--- src/rtl/dmem_arbiter.sv ---
// dmem_arbiter: round-robin sharing of the single-port data memory between
// the load/store unit (port 0) and the debug/DMA loader (port 1). Turns
// sized byte-addressed requests into word index, byte mask and replicated
// write data, and returns formatted read data one cycle after the grant.
module dmem_arbiter #(
  parameter int unsigned MEM_WORDS = 1024
) (
  input  logic        clk,
  input  logic        rst,

  input  logic        p0_req,
  input  logic        p0_we,
  input  logic [31:0] p0_addr,
  input  logic [1:0]  p0_size,
  input  logic        p0_unsigned,
  input  logic [31:0] p0_wdata,
  output logic        p0_gnt,
  output logic        p0_rvalid,
  output logic [31:0] p0_rdata,
  output logic        p0_err,

  input  logic        p1_req,
  input  logic        p1_we,
  input  logic [31:0] p1_addr,
  input  logic [1:0]  p1_size,
  input  logic        p1_unsigned,
  input  logic [31:0] p1_wdata,
  output logic        p1_gnt,
  output logic        p1_rvalid,
  output logic [31:0] p1_rdata,
  output logic        p1_err,

  output logic [31:0] mem_addr,
  output logic [31:0] mem_wdata,
  output logic [3:0]  mem_wmask,
  output logic        mem_we,
  input  logic [31:0] mem_rdata
);

  typedef enum logic [1:0] {
    SZ_BYTE = 2'b00,
    SZ_HALF = 2'b01,
    SZ_WORD = 2'b10,
    SZ_ILL  = 2'b11
  } size_e;

  // Everything needed to format the response in the cycle after the grant.
  typedef struct packed {
    logic       valid;
    logic       port;
    logic       we;
    logic       err;
    logic [1:0] off;
    size_e      size;
    logic       uns;
  } rsp_t;

  logic        last_gnt;
  logic        any_gnt;
  logic        sel_we;
  logic [31:0] sel_addr;
  size_e       sel_size;
  logic        sel_uns;
  logic [31:0] sel_wdata;
  logic        sel_err;
  rsp_t        rsp;
  logic        rsp_live;
  logic [7:0]  ld_byte;
  logic [15:0] ld_half;
  logic [31:0] ld_data;

  // Round-robin grant: a lone requester wins, a tie goes to the port not
  // granted last; nothing is granted while reset is held.
  always_comb begin
    // NOTE: every always_comb output gets a default first so no path can infer a latch.
    p0_gnt = 1'b0;
    p1_gnt = 1'b0;
    if (!rst) begin
      p0_gnt = p0_req && (!p1_req || last_gnt);
      p1_gnt = p1_req && (!p0_req || !last_gnt);
    end
  end

  assign any_gnt = p0_gnt | p1_gnt;

  // Mux the granted request's fields and classify it.
  always_comb begin
    sel_we    = p1_gnt ? p1_we       : p0_we;
    sel_addr  = p1_gnt ? p1_addr     : p0_addr;
    sel_size  = size_e'(p1_gnt ? p1_size : p0_size);
    sel_uns   = p1_gnt ? p1_unsigned : p0_unsigned;
    sel_wdata = p1_gnt ? p1_wdata    : p0_wdata;
    sel_err   = ({2'b00, sel_addr[31:2]} >= 32'(MEM_WORDS));
    case (sel_size)
      SZ_HALF: if (sel_addr[0])          sel_err = 1'b1;
      SZ_WORD: if (sel_addr[1:0] != 2'b00) sel_err = 1'b1;
      SZ_ILL:  sel_err = 1'b1;
      default: ;
    endcase
  end

  // Drive the memory port; only a granted, clean store writes.
  always_comb begin
    mem_addr  = '0;
    mem_wdata = '0;
    mem_wmask = '0;
    mem_we    = 1'b0;
    if (any_gnt) begin
      mem_addr = {2'b00, sel_addr[31:2]};
      case (sel_size)
        SZ_BYTE: mem_wdata = {4{sel_wdata[7:0]}};
        SZ_HALF: mem_wdata = {2{sel_wdata[15:0]}};
        default: mem_wdata = sel_wdata;
      endcase
      if (sel_we && !sel_err) begin
        mem_we = 1'b1;
        case (sel_size)
          SZ_BYTE: mem_wmask = 4'b0001 << sel_addr[1:0];
          SZ_HALF: mem_wmask = 4'b0011 << sel_addr[1:0];
          default: mem_wmask = 4'b1111;
        endcase
      end
    end
  end

  // Round-robin pointer and response pipeline register.
  always_ff @(posedge clk) begin
    // NOTE: sequential state uses non-blocking assignments so every flop samples pre-edge values.
    if (rst) begin
      last_gnt <= 1'b1;
      rsp      <= '0;
    end else begin
      if (any_gnt) begin
        last_gnt <= p1_gnt;
        rsp      <= '{valid: 1'b1, port: p1_gnt, we: sel_we, err: sel_err,
                      off: sel_addr[1:0], size: sel_size, uns: sel_uns};
      end else begin
        rsp <= '0;
      end
    end
  end

  // Extract and extend load data from the memory's registered read word.
  always_comb begin
    ld_byte = mem_rdata[{rsp.off, 3'b000} +: 8];
    ld_half = mem_rdata[{rsp.off[1], 4'b0000} +: 16];
    case (rsp.size)
      SZ_BYTE: ld_data = {{24{~rsp.uns & ld_byte[7]}}, ld_byte};
      SZ_HALF: ld_data = {{16{~rsp.uns & ld_half[15]}}, ld_half};
      default: ld_data = mem_rdata;
    endcase
    if (rsp.we || rsp.err) ld_data = '0;
  end

  // A response left over from before reset is dropped while reset is high.
  assign rsp_live  = rsp.valid & ~rst;
  assign p0_rvalid = rsp_live & ~rsp.port;
  assign p1_rvalid = rsp_live &  rsp.port;
  assign p0_rdata  = p0_rvalid ? ld_data : '0;
  assign p1_rdata  = p1_rvalid ? ld_data : '0;
  assign p0_err    = p0_rvalid & rsp.err;
  assign p1_err    = p1_rvalid & rsp.err;

endmodule

--- config.mk ---
export PLATFORM = sky130hd
export DESIGN_NAME = dmem_arbiter
export DESIGN_NICKNAME = d
export VERILOG_FILES = /design/src/rtl/dmem_arbiter.sv
export SDC_FILE = /design/constraint.sdc
export NUM_CORES = 1
export LEC_CHECK = 0
export CORE_AREA = 2 2 122 124
export DETAILED_ROUTE_END_ITERATION = 7
export DIE_AREA = 0 0 124 126
export PLACE_DENSITY_LB_ADDON = 0.1
export SETUP_SLACK_MARGIN = 0.5
export SLEW_MARGIN = 20
export SYNTH_ARGS = -nofsm -noshare
export SYNTH_HDL_FRONTEND = slang
export SYNTH_SLANG_ARGS = --single-unit
--- constraint.sdc ---
create_clock -name clk -period 5.6 [get_ports clk]
set_clock_uncertainty 0.15 [all_clocks]
set_input_delay 1.12 -clock clk [delete_from_list [all_inputs] [get_ports clk]]
set_output_delay 1.12 -clock clk [all_outputs]
set_load 0.005 [all_outputs]
==> flow_summary.json <==
{
  "hp-class": "reg -> reg",
  "overflow": 0,
  "holdPathEnd": "last_gnt",
  "place.gp.congestion": 0.874,
  "port_buffers": 308,
  "final.setup.tns_ns": 0,
  "synth_edf_count": 0,
  "synthCells": 495,
  "ys_types": 56,
  "clock_sinks": 10,
  "ys_seq_area_frac": 0.0698,
  "final-seq-area_um2": 200,
  "rows": 44,
  "maxCapViolations": 0,
  "die_area_um2": 15600,
  "p_int_w": 0.000438,
  "comb_power_share": 0.670,
  "total_power_w": 0.000682,
  "die_h_um": 126,
  "multi_input_area_um2": 2430,
  "clockBufferDepth": 2,
  "routed-via-count": 4794,
  "ios": 311,
  "crit_type": "in -> out",
  "final-setup-viol-count": 0,
  "drc": 0,
  "ir_worst_vdd_uv": 88.9,
  "grt_usage": 0.202,
  "ys.flop_type": "dfxtp_1",
  "crit_path_start_kind": "input port",
  "end_kind": "primary output",
  "arrival_ns": 3.71,
  "drtIter0Drc": 222,
  "area_delta_synth_final_pct": 119,
  "fin_nets": 974,
  "clock.fmax_ghz": 0.201,
  "reg2reg_from": "last_gnt",
  "layout_setup_ws_ns": 0.623,
  "vias_per_cell": 4.89,
  "critPathTopFamily": "compound AO/OA/AOI/OAI gates",
  "antennaDiodeCount": 0,
  "status": "finished, final reports clean",
  "grt_pass1_vias": 4873,
  "fillers": 1525,
  "cts_made_buffers": 3,
  "cp_slowest_cell": "clkdlybuf4s50_1",
  "r2r_slack_ns": 3.33,
  "p_sw_w": 0.000244,
  "pre_cts_ws_ns": 0.244,
  "clock_latency_ns": 0.23,
  "htreeDepth": 1,
  "yosys_register_bits": 10,
  "powerDensity_nw_per_um2": 108,
  "grt_pass1_wl_um": 25100,
  "cp_max_fo": 4,
  "sequentialPowerShare": 0.127,
  "ys_async_sr_fraction": 0,
  "layout-drive-gt1-share": 0.0966,
  "worstPathCellList": "clkdlybuf4s50_1 > a21boi_4 > nand2_4 > inv_2 > mux2_4 > ha_1 > a2111oi_2 > a211o_1 > o221ai_2 > buf_4 > a41oi_1 > clkbuf_2",
  "reg2reg_depth": 9,
  "drt-wirelength-per-cell_um": 17.4,
  "worst_r2r_endpoint": "rsp[5]",
  "netlist_top_cells_area": "nand2_1 13%, nor2_1 11%, a21oi_1 10%, dfxtp_1 7.0%, o21ai_0 4.7%",
  "antenna_found_initial": 0,
  "finalCriticalPeriod_ns": 4.98,
  "rsz0062_at_grt": "yes",
  "first_pass_iters": 8,
  "pwr-share-clk": 0.202,
  "drv_slew": 0,
  "hpwl_um": 14100,
  "netlist.area_leader.share": 0.128,
  "hold_buffers": 0,
  "slew-limit-headroom": 0.294,
  "die_w_um": 124,
  "cpPeakStageDelay_ns": 0.48,
  "grt_max_degree": 45,
  "p_leak_nw": 2.56,
  "fin_crit_sh": 0.889,
  "required_ns": 4.33,
  "hold_viol": 0,
  "synth_area_leader_cell": "nand2_1",
  "ys_warn_count": 0,
  "ant_nets": 0,
  "path_buf_inv": 4,
  "worstHoldStart": "last_gnt",
  "p_sw_frac": 0.357,
  "max_slew.worst_pin.slew_ns": 1.06,
  "synth.avg_cell_area_um2": 5.79,
  "min_path_cells": 2,
  "start_util": 0.200,
  "drt_wl_total_um": 17100,
  "clk_pin_slew_ns": 0.04,
  "cts_root_buf": "clkbuf_16",
  "syn_area_um2": 2870,
  "cts_tree": "done",
  "core_area_um2": 14300
}
-- what timing repair did --
item	in CTS	in global routing
hold endpoints to repair	0	0
pin swaps	9	3
gates resized for setup	33	34
cloned	0	0
buffers inserted	6	5
setup endpoints to repair	29	23
-- Yosys cell counts (4+ instances only) --
master,instances
nand2_1,98
nor2_1,82
a21oi_1,58
o21ai_0,27
clkbuf_1,23
nand3_1,21
inv_1,19
a31oi_1,16
mux2i_1,11
dfxtp_1,10
nor4_1,10
and2_1,9
o22ai_2,8
o31ai_1,8
a21boi_0,7
a221o_1,7
a222oi_1,7
buf_2,6
or2_1,5
buf_1,4
buf_6,4
ha_1,4
-- worst reg2reg max path, delay by kind of cell, from the launching register on --
family                     cells  cell delay, ns
adders and majority gates      1            0.21
AOI/OAI and AO/OA              5            0.97
muxes                          1            0.31
buffers and inverters          1            0.07
and+or+nand+nor                1            0.09
DFF                            1            0.35
-- power groups by stage --
stage / Sequential (W) / Clock, W / Combinational (W)
floorplan: 0.0000799 / 0 / 0.000195
global placement: 0.0000874 / 0 / 0.000454
detailed placement: 0.0000879 / 0 / 0.000457
CTS: 0.0000867 / 0.000141 / 0.000456
global route: 0.0000880 / 0.000145 / 0.000497
finish: 0.0000868 / 0.000138 / 0.000457
-- cell families after synthesis --
group / share of synthesized area
compound gates: 0.375
fa+ha+maj: 0.0175
buf+inv: 0.101
flops: 0.0698
mux: 0.0594
other cells: 0.00131
simple gates: 0.376
-- worst max path at each step --
stage,from,slack [ns],cells after the start,to
after floorplan,p1_req,1.04,11,mem_wmask[2]
after global placement,p1_req,0.31,13,mem_wmask[3]
after detailed placement,p1_req,0.24,11,mem_wmask[3]
after CTS,p1_req,0.41,11,mem_wmask[3]
after global routing,p1_req,0.47,14,mem_wdata[26]
final,p1_req,0.62,12,mem_wmask[2]
-- sequential cells by signal (all words and copies together) (netlist names) --
register / flops
rsp: 9
last_gnt: 1
-- metal layers --
layer / up-vias / wire length, um / global-route usage
met3: 31 / 1620 / 0.0503
li1: 2348 / - / -
met5: - / 0 / 0
met2: 245 / 8730 / 0.388
met4: 0 / 502 / 0.0595
met1: 2170 / 6250 / 0.213
-- cell type report --
cell class | instances | share of cell area
repair buffers | 337 | 0.518
well taps | 184 | 0.0366
multi-input cells | 424 | 0.387
clock buffers | 4 | 0.0141
inverters | 22 | 0.0131
flip-flops and latches | 10 | 0.0318
-- per-stage QoR --
step	area, um2	std cells	utilization	hold WS, ns
floorplan	2870	496	-	0.368
global placement	6130	966	0.428	0.398
detailed placement	6130	966	0.428	0.406
CTS	6240	976	0.436	0.411
global route	6290	981	0.439	0.447
finish	6290	981	0.439	0.412
-- layout by cell type (no fill, tap or decap), drive strengths merged, types with 3 or more instances in the layout --
cell | synthesis | final
nand2 | 101 | 101
a221o | 7 | 7
nor3 | 3 | 3
o22ai | 8 | 8
inv | 21 | 21
and2 | 9 | 9
or2 | 8 | 8
nor2 | 82 | 82
a21oi | 60 | 60
buf | 17 | 30
mux2 | 3 | 3
nand3 | 21 | 21
nand2b | 3 | 3
clkdlybuf4s50 | 0 | 279
dlygate4sd2 | 0 | 17
o31ai | 8 | 8
a31oi | 16 | 16
o21ai | 29 | 29
a21boi | 9 | 9
nor4 | 10 | 10
mux2i | 11 | 11
dfxtp | 10 | 10
ha | 4 | 4
a222oi | 7 | 7
clkbuf | 23 | 11
No activity file was read; power rests on OpenSTA's default activity.
